**src/rtl/date_pkg.sv**
```systemverilog
// Shared BCD date types, constants and calendar helpers for the date step counter.
package date_pkg;

  typedef struct packed {
    logic [7:0] year;
    logic [7:0] month;
    logic [7:0] day;
  } date_t;

  localparam logic [7:0] MON_JAN = 8'h01;
  localparam logic [7:0] MON_FEB = 8'h02;
  localparam logic [7:0] MON_APR = 8'h04;
  localparam logic [7:0] MON_JUN = 8'h06;
  localparam logic [7:0] MON_SEP = 8'h09;
  localparam logic [7:0] MON_NOV = 8'h11;
  localparam logic [7:0] MON_DEC = 8'h12;

  localparam logic [7:0] DAY_FIRST = 8'h01;
  localparam logic [7:0] DAY_28    = 8'h28;
  localparam logic [7:0] DAY_29    = 8'h29;
  localparam logic [7:0] DAY_30    = 8'h30;
  localparam logic [7:0] DAY_31    = 8'h31;

  localparam logic [7:0] YEAR_MAX  = 8'h99;
  localparam logic [7:0] YEAR_MIN  = 8'h00;

  // Two-digit year divisible by 4 (00 counts as leap), evaluated directly on BCD digits.
  function automatic logic is_leap_bcd(input logic [3:0] year_t, input logic [3:0] year_o);
    if (year_t[0]) return (year_o == 4'd2) || (year_o == 4'd6);
    else           return (year_o == 4'd0) || (year_o == 4'd4) || (year_o == 4'd8);
  endfunction

  function automatic logic [7:0] last_day_bcd(input logic [7:0] month, input logic leap);
    case (month)
      MON_FEB:                            return leap ? DAY_29 : DAY_28;
      MON_APR, MON_JUN, MON_SEP, MON_NOV: return DAY_30;
      default:                            return DAY_31;
    endcase
  endfunction

  function automatic logic [7:0] bcd_inc8(input logic [7:0] v);
    if (v[3:0] == 4'd9) return {v[7:4] + 4'd1, 4'd0};
    else                return {v[7:4], v[3:0] + 4'd1};
  endfunction

endpackage

```
**src/rtl/btn_debounce.sv**
```systemverilog
// Button synchronizer, level debouncer and one-cycle press pulse on the debounced falling edge.
module btn_debounce #(
  parameter int unsigned DEBOUNCE_CYCLES = 250000
) (
  input  logic clk,
  input  logic rst_n,
  input  logic btn,
  output logic press
);

  localparam int unsigned CNT_W = $clog2(DEBOUNCE_CYCLES) + 1;
  localparam logic [CNT_W-1:0] CNT_MAX = CNT_W'(DEBOUNCE_CYCLES - 1);

  logic             s1;
  logic             s2;
  logic             db;
  logic             db_prev;
  logic [CNT_W-1:0] cnt;

  // Any return of s2 to the accepted level restarts the hold count.
  always_ff @(posedge clk or negedge rst_n) begin
    if (!rst_n) begin
      s1      <= 1'b1;
      s2      <= 1'b1;
      db      <= 1'b1;
      db_prev <= 1'b1;
      cnt     <= '0;
      press   <= 1'b0;
    end else begin
      s1      <= btn;
      s2      <= s1;
      db_prev <= db;
      press   <= db_prev & ~db;
      if (s2 == db) begin
        cnt <= '0;
      end else if (cnt == CNT_MAX) begin
        db  <= s2;
        cnt <= '0;
      end else begin
        cnt <= cnt + CNT_W'(1);
      end
    end
  end

endmodule

```
**src/rtl/date_step_counter.sv**
```systemverilog
// Six-digit BCD YY/MM/DD date register that advances one calendar day per debounced button press.
module date_step_counter
  import date_pkg::*;
#(
  parameter int unsigned DEBOUNCE_CYCLES = 250000,
  parameter logic [7:0]  RST_YEAR        = 8'h80,
  parameter logic [7:0]  RST_MONTH       = 8'h08,
  parameter logic [7:0]  RST_DAY         = 8'h17
) (
  input  logic       clk,
  input  logic       rst_n,
  input  logic       btn,
  output logic [3:0] year_t,
  output logic [3:0] year_o,
  output logic [3:0] month_t,
  output logic [3:0] month_o,
  output logic [3:0] day_t,
  output logic [3:0] day_o,
  output logic       date_upd
);

  logic       press;
  date_t      cur;
  date_t      nxt;
  logic       leap;
  logic [7:0] last_day;

  btn_debounce #(
    .DEBOUNCE_CYCLES(DEBOUNCE_CYCLES)
  ) u_debounce (
    .clk  (clk),
    .rst_n(rst_n),
    .btn  (btn),
    .press(press)
  );

  // Next calendar day from the current digits.
  always_comb begin
    nxt      = cur;
    leap     = is_leap_bcd(cur.year[7:4], cur.year[3:0]);
    last_day = last_day_bcd(cur.month, leap);
    if (cur.day != last_day) begin
      nxt.day = bcd_inc8(cur.day);
    end else if (cur.month != MON_DEC) begin
      nxt.day   = DAY_FIRST;
      nxt.month = bcd_inc8(cur.month);
    end else begin
      nxt.day   = DAY_FIRST;
      nxt.month = MON_JAN;
      nxt.year  = (cur.year == YEAR_MAX) ? YEAR_MIN : bcd_inc8(cur.year);
    end
  end

  always_ff @(posedge clk or negedge rst_n) begin
    if (!rst_n) begin
      cur      <= '{year: RST_YEAR, month: RST_MONTH, day: RST_DAY};
      date_upd <= 1'b0;
    end else begin
      if (press) cur <= nxt;
      date_upd <= press;
    end
  end

  assign year_t  = cur.year[7:4];
  assign year_o  = cur.year[3:0];
  assign month_t = cur.month[7:4];
  assign month_o = cur.month[3:0];
  assign day_t   = cur.day[7:4];
  assign day_o   = cur.day[3:0];

endmodule

```
**config.mk**
```make
export PLATFORM = sky130hd
export DESIGN_NAME = date_step_counter
export DESIGN_NICKNAME = d
export VERILOG_FILES = /design/src/rtl/date_pkg.sv /design/src/rtl/btn_debounce.sv /design/src/rtl/date_step_counter.sv
export SDC_FILE = /design/constraint.sdc
export NUM_CORES = 1
export LEC_CHECK = 0
export CELL_PAD_IN_SITES_DETAIL_PLACEMENT = 1
export CELL_PAD_IN_SITES_GLOBAL_PLACEMENT = 1
export CORE_MARGIN = 2
export CORE_UTILIZATION = 44
export DETAILED_ROUTE_END_ITERATION = 12
export GPL_TIMING_DRIVEN = 0
export PLACE_DENSITY_LB_ADDON = 0.1
export RECOVER_POWER = 25
export SLEW_MARGIN = 0
export SYNTH_ARGS = -nofsm -noshare
export SYNTH_HDL_FRONTEND = slang
export SYNTH_SLANG_ARGS = --single-unit
```
**constraint.sdc**
```tcl
create_clock -name clk -period 3.45 [get_ports clk]
set_clock_uncertainty 0.2 [all_clocks]
set_input_delay 0.345 -clock clk [delete_from_list [all_inputs] [get_ports clk]]
set_output_delay 0.345 -clock clk [all_outputs]
set_load 0.02 [all_outputs]
```
==> flow_metrics.env <==
export IMPL_status="complete, no violations"
export IMPL_area_growth_pct=17.2
export IMPL_drive_gt1_share_pct=12.8
export IMPL_gp_congestion=0.799
export IMPL_fmax_ghz=0.350
export IMPL_antenna_cells=0
export IMPL_pwr_share_seq_pct=60.4
export IMPL_grt_overflow=0
export IMPL_min_period_over_period_pct=82.8
export IMPL_cts_tree="yes"
export IMPL_htree_levels=2
export IMPL_p_total_w=0.000964
export IMPL_pwr_density_cell_nw_per_um2=297
export IMPL_grt_antenna_before_repair=0
export IMPL_grt_start_max_net_pins=37
export IMPL_slowest_stage="a21oi_1"
export IMPL_min_to="u_debounce.s2$_DFF_PN1_"
export IMPL_synth_edf_count=0
export IMPL_synth_seq_cells=49
export IMPL_cp_cell_sequence="inv_1 -> ha_1 -> nor3b_1 -> nand4_2 -> a21oi_1 -> o211a_1 -> mux2_2"
export IMPL_synthXorXnorAreaFrac_pct=7.27
export IMPL_timing_rr_start="month_t[0]$_DFFE_PN0P_"
export IMPL_swShare_pct=22.6
export IMPL_critPathKind="reg2reg"
export IMPL_drtAntennaViolNets=0
export IMPL_fin_nets=324
export IMPL_nFillCells=681
export IMPL_dieArea_um2=6950
export IMPL_grt_usage_pct=19.5
export IMPL_clock_sinks=49
export IMPL_p_comb_share_pct=2.7
export IMPL_coreArea_um2=5990
export IMPL_synth_compound_area_share_pct=15.6
export IMPL_maxCapViolCount=0
export IMPL_worstPathRequired_ns=3.44
export IMPL_reg2reg_setup_slack_ns=0.59
export IMPL_post_synth_top_area_cell="dfrtp_1"
export IMPL_syn_nets=288
export IMPL_ctsLongestPathBuffers=2
export IMPL_tightestPinTransition_ns=0.828
export IMPL_synth_top_area_share_pct=35.2
export IMPL_rows=28
export IMPL_synthSimpleGateAreaFrac_pct=22.0
export IMPL_die_x_um=83.4
export IMPL_first_pass_iters=6
export IMPL_vias=2260
export IMPL_routed_wl_mm=6.47
export IMPL_end_kind="flip-flop"
export IMPL_place_hpwl_mm=4.70
export IMPL_worstRegToRegCells=7
export IMPL_cts_resized=0
export IMPL_slew_headroom_pct=44.8
export IMPL_portBuffers=27
export IMPL_drc=0
export IMPL_ys_flop_type="dfrtp_1"
export IMPL_peakVddDrop_v=0.000150
export IMPL_seq_area_frac_synth_pct=44.7
export IMPL_synth_top_family_by_area="simple AND/OR/NAND/NOR gates"
export IMPL_multi_input_area_um2=1450
export IMPL_netlist_area_um2=2770
export IMPL_grt_pass1_wl_mm=11.3
export IMPL_post_cts_setup_buffers=0
export IMPL_p_clk_share_pct=36.9
export IMPL_rsz0062_at_grt="false"
export IMPL_fp_dieH_um=83.4
export IMPL_slew_violations=0
export IMPL_period_minus_slack_ns=2.86
export IMPL_numCtsBuffers=5
export IMPL_async_reset_ff_share_pct=100
export IMPL_timing_rr_end="year_o[1]$_DFFE_PN0P_"
export IMPL_path_delay_family="compound AO/OA/AOI/OAI gates"
export IMPL_synthTopCellsByArea="dfrtp_1 35%, dfstp_2 9.5%, nor2_1 4.9%"
export IMPL_synth_cells=276
export IMPL_io_pins=28
export IMPL_final_cell_mix="39 x dfrtp_1, 36 x nor2_1, 25 x clkdlybuf4s50_1, 20 x nand2_1, 14 x xnor2_1"
export IMPL_power_switching_w=0.000218
export IMPL_worstPathArrival_ns=2.84
export IMPL_tns_ns=0
export IMPL_start_kind="flip-flop"
export IMPL_clk_latency_ns=0.30
export IMPL_crit_fanout=7
export IMPL_setup_violations=0
export IMPL_mostFrequentLayoutCell="dfrtp_1"
export IMPL_routedWlPerCell_um=16.7
export IMPL_path_clk_slew_ns=0.10
export IMPL_whs_path_depth=0
export IMPL_synth_fa_ha_area_share_pct=4.06
export IMPL_worst_path_buf_inv=1
export IMPL_seq_area_um2=1240
export IMPL_power_internal_w=0.000746
export IMPL_ys_types=56
export IMPL_ys_warn_count=0
export IMPL_hold_viol=0
export IMPL_vias_per_cell=5.84
export IMPL_worstHoldStart="u_debounce.s1$_DFF_PN1_"
export IMPL_grt_pass1_vias=2374
export IMPL_synthMuxAreaShare_pct=3.25
export IMPL_hold_path_class="reg2reg"
export IMPL_avgSynthCellArea_um2=10.0
export IMPL_drt_iter0_markers=77
export IMPL_hold_buffers=1
export IMPL_root_buffer="clkbuf_8"
export IMPL_start_util_pct=46.3
export IMPL_worst_path_largest_cell_delay_ns=0.53
export IMPL_power_leakage_nw=1.25
-- Yosys cell counts, types with 2 or more instances --
master and n:
buf_2 2, a21o_1 2, nor3_1 7, nand4_1 5
a21oi_1 4, ha_1 9, and4_1 4, nand2_1 20
a211oi_1 7, nor3b_1 4, nand2b_1 2, nor2b_1 4
o211ai_1 4, o21ai_0 6, inv_1 11, a2111oi_0 5
nor4b_1 2, o2111ai_1 5, dfrtp_1 39, mux2_2 7
xor2_1 9, nand3_1 12, a221o_1 2, or2_2 4
and2_1 4, nor2_1 36, a32o_1 2, nor4_1 2
dfstp_2 10, xnor2_1 14, clkbuf_1 5, or3_1 3
-- layer usage --
metal	up-vias	wire length (µm)	track usage (%)	share of wire, %
met5	-	0	0	0
met1	1140	2890	24.2	45
li1	1068	-	-	-
met2	41	3300	35.0	51
met4	0	117	5.51	1.8
met3	11	160	2.88	2.5
-- how the worst max path moves through the flow --
stage                                              to  depth (start not counted)                   startpoint  slack (ns)
final                           year_o[1]$_DFFE_PN0P_                          7       month_t[0]$_DFFE_PN0P_        0.59
after global routing      u_debounce.cnt[8]$_DFF_PN0_                          9  u_debounce.cnt[0]$_DFF_PN0_        0.32
after CTS                       year_o[1]$_DFFE_PN0P_                          7       month_t[0]$_DFFE_PN0P_        0.60
after detailed placement  u_debounce.cnt[7]$_DFF_PN0_                          9  u_debounce.cnt[0]$_DFF_PN0_        0.58
after global placement          year_o[1]$_DFFE_PN0P_                          1                        rst_n        0.41
after floorplan                month_t[3]$_DFFE_PN0P_                          7       month_t[0]$_DFFE_PN0P_        0.75
-- power groups by stage --
| stage | sequential, W | combinational (W) | clock (W) |
|---|---|---|---|
| floorplan | 0.000592 | 0.00000806 | 0 |
| global placement | 0.000593 | 0.0000240 | 0 |
| detailed placement | 0.000593 | 0.0000273 | 0 |
| CTS | 0.000582 | 0.0000280 | 0.000368 |
| global route | 0.000583 | 0.0000314 | 0.000381 |
| finish | 0.000582 | 0.0000260 | 0.000356 |
-- final cells by class --
type	count	share of cell area, %
buffer	9	1.35
clock buffer	6	2.54
clock inverter	1	0.231
inverter	12	1.39
multi-input combinational	206	44.5
sequential	49	38.1
tap	75	2.89
timing repair buffer	29	9.05
-- state kept, by name, summed over array words and instances (netlist names) --
name,count
day_t,4
month_o,4
u_debounce.s1,1
u_debounce.db,1
u_debounce.press,1
day_o,4
month_t,4
u_debounce.cnt,19
u_debounce.s2,1
year_t,4
u_debounce.db_prev,1
year_o,4
date_upd,1
-- per-stage QoR --
step,cells,cell area [µm²],utilization (%),setup WS [ns],hold slack [ns]
finish,387,3250,54.3,0.594,0.161
global route,387,3250,54.3,0.318,0.169
CTS,387,3250,54.3,0.601,0.165
detailed placement,379,3150,52.6,0.578,0.0740
global placement,378,3140,52.4,0.410,0.146
floorplan,276,2770,-,0.753,-0.151
-- cells by family (layout without fill, tap and decap cells) --
family / Yosys count / count (layout)
AO/OA/AOI/OAI: 51 / 51
flip-flops: 49 / 49
multiplexers: 8 / 8
XOR/XNOR: 23 / 23
buffers and inverters: 21 / 57
adder cells (fa/ha/maj): 9 / 9
AND/OR/NAND/NOR: 115 / 115
No activity file was read; power rests on OpenSTA's default activity.
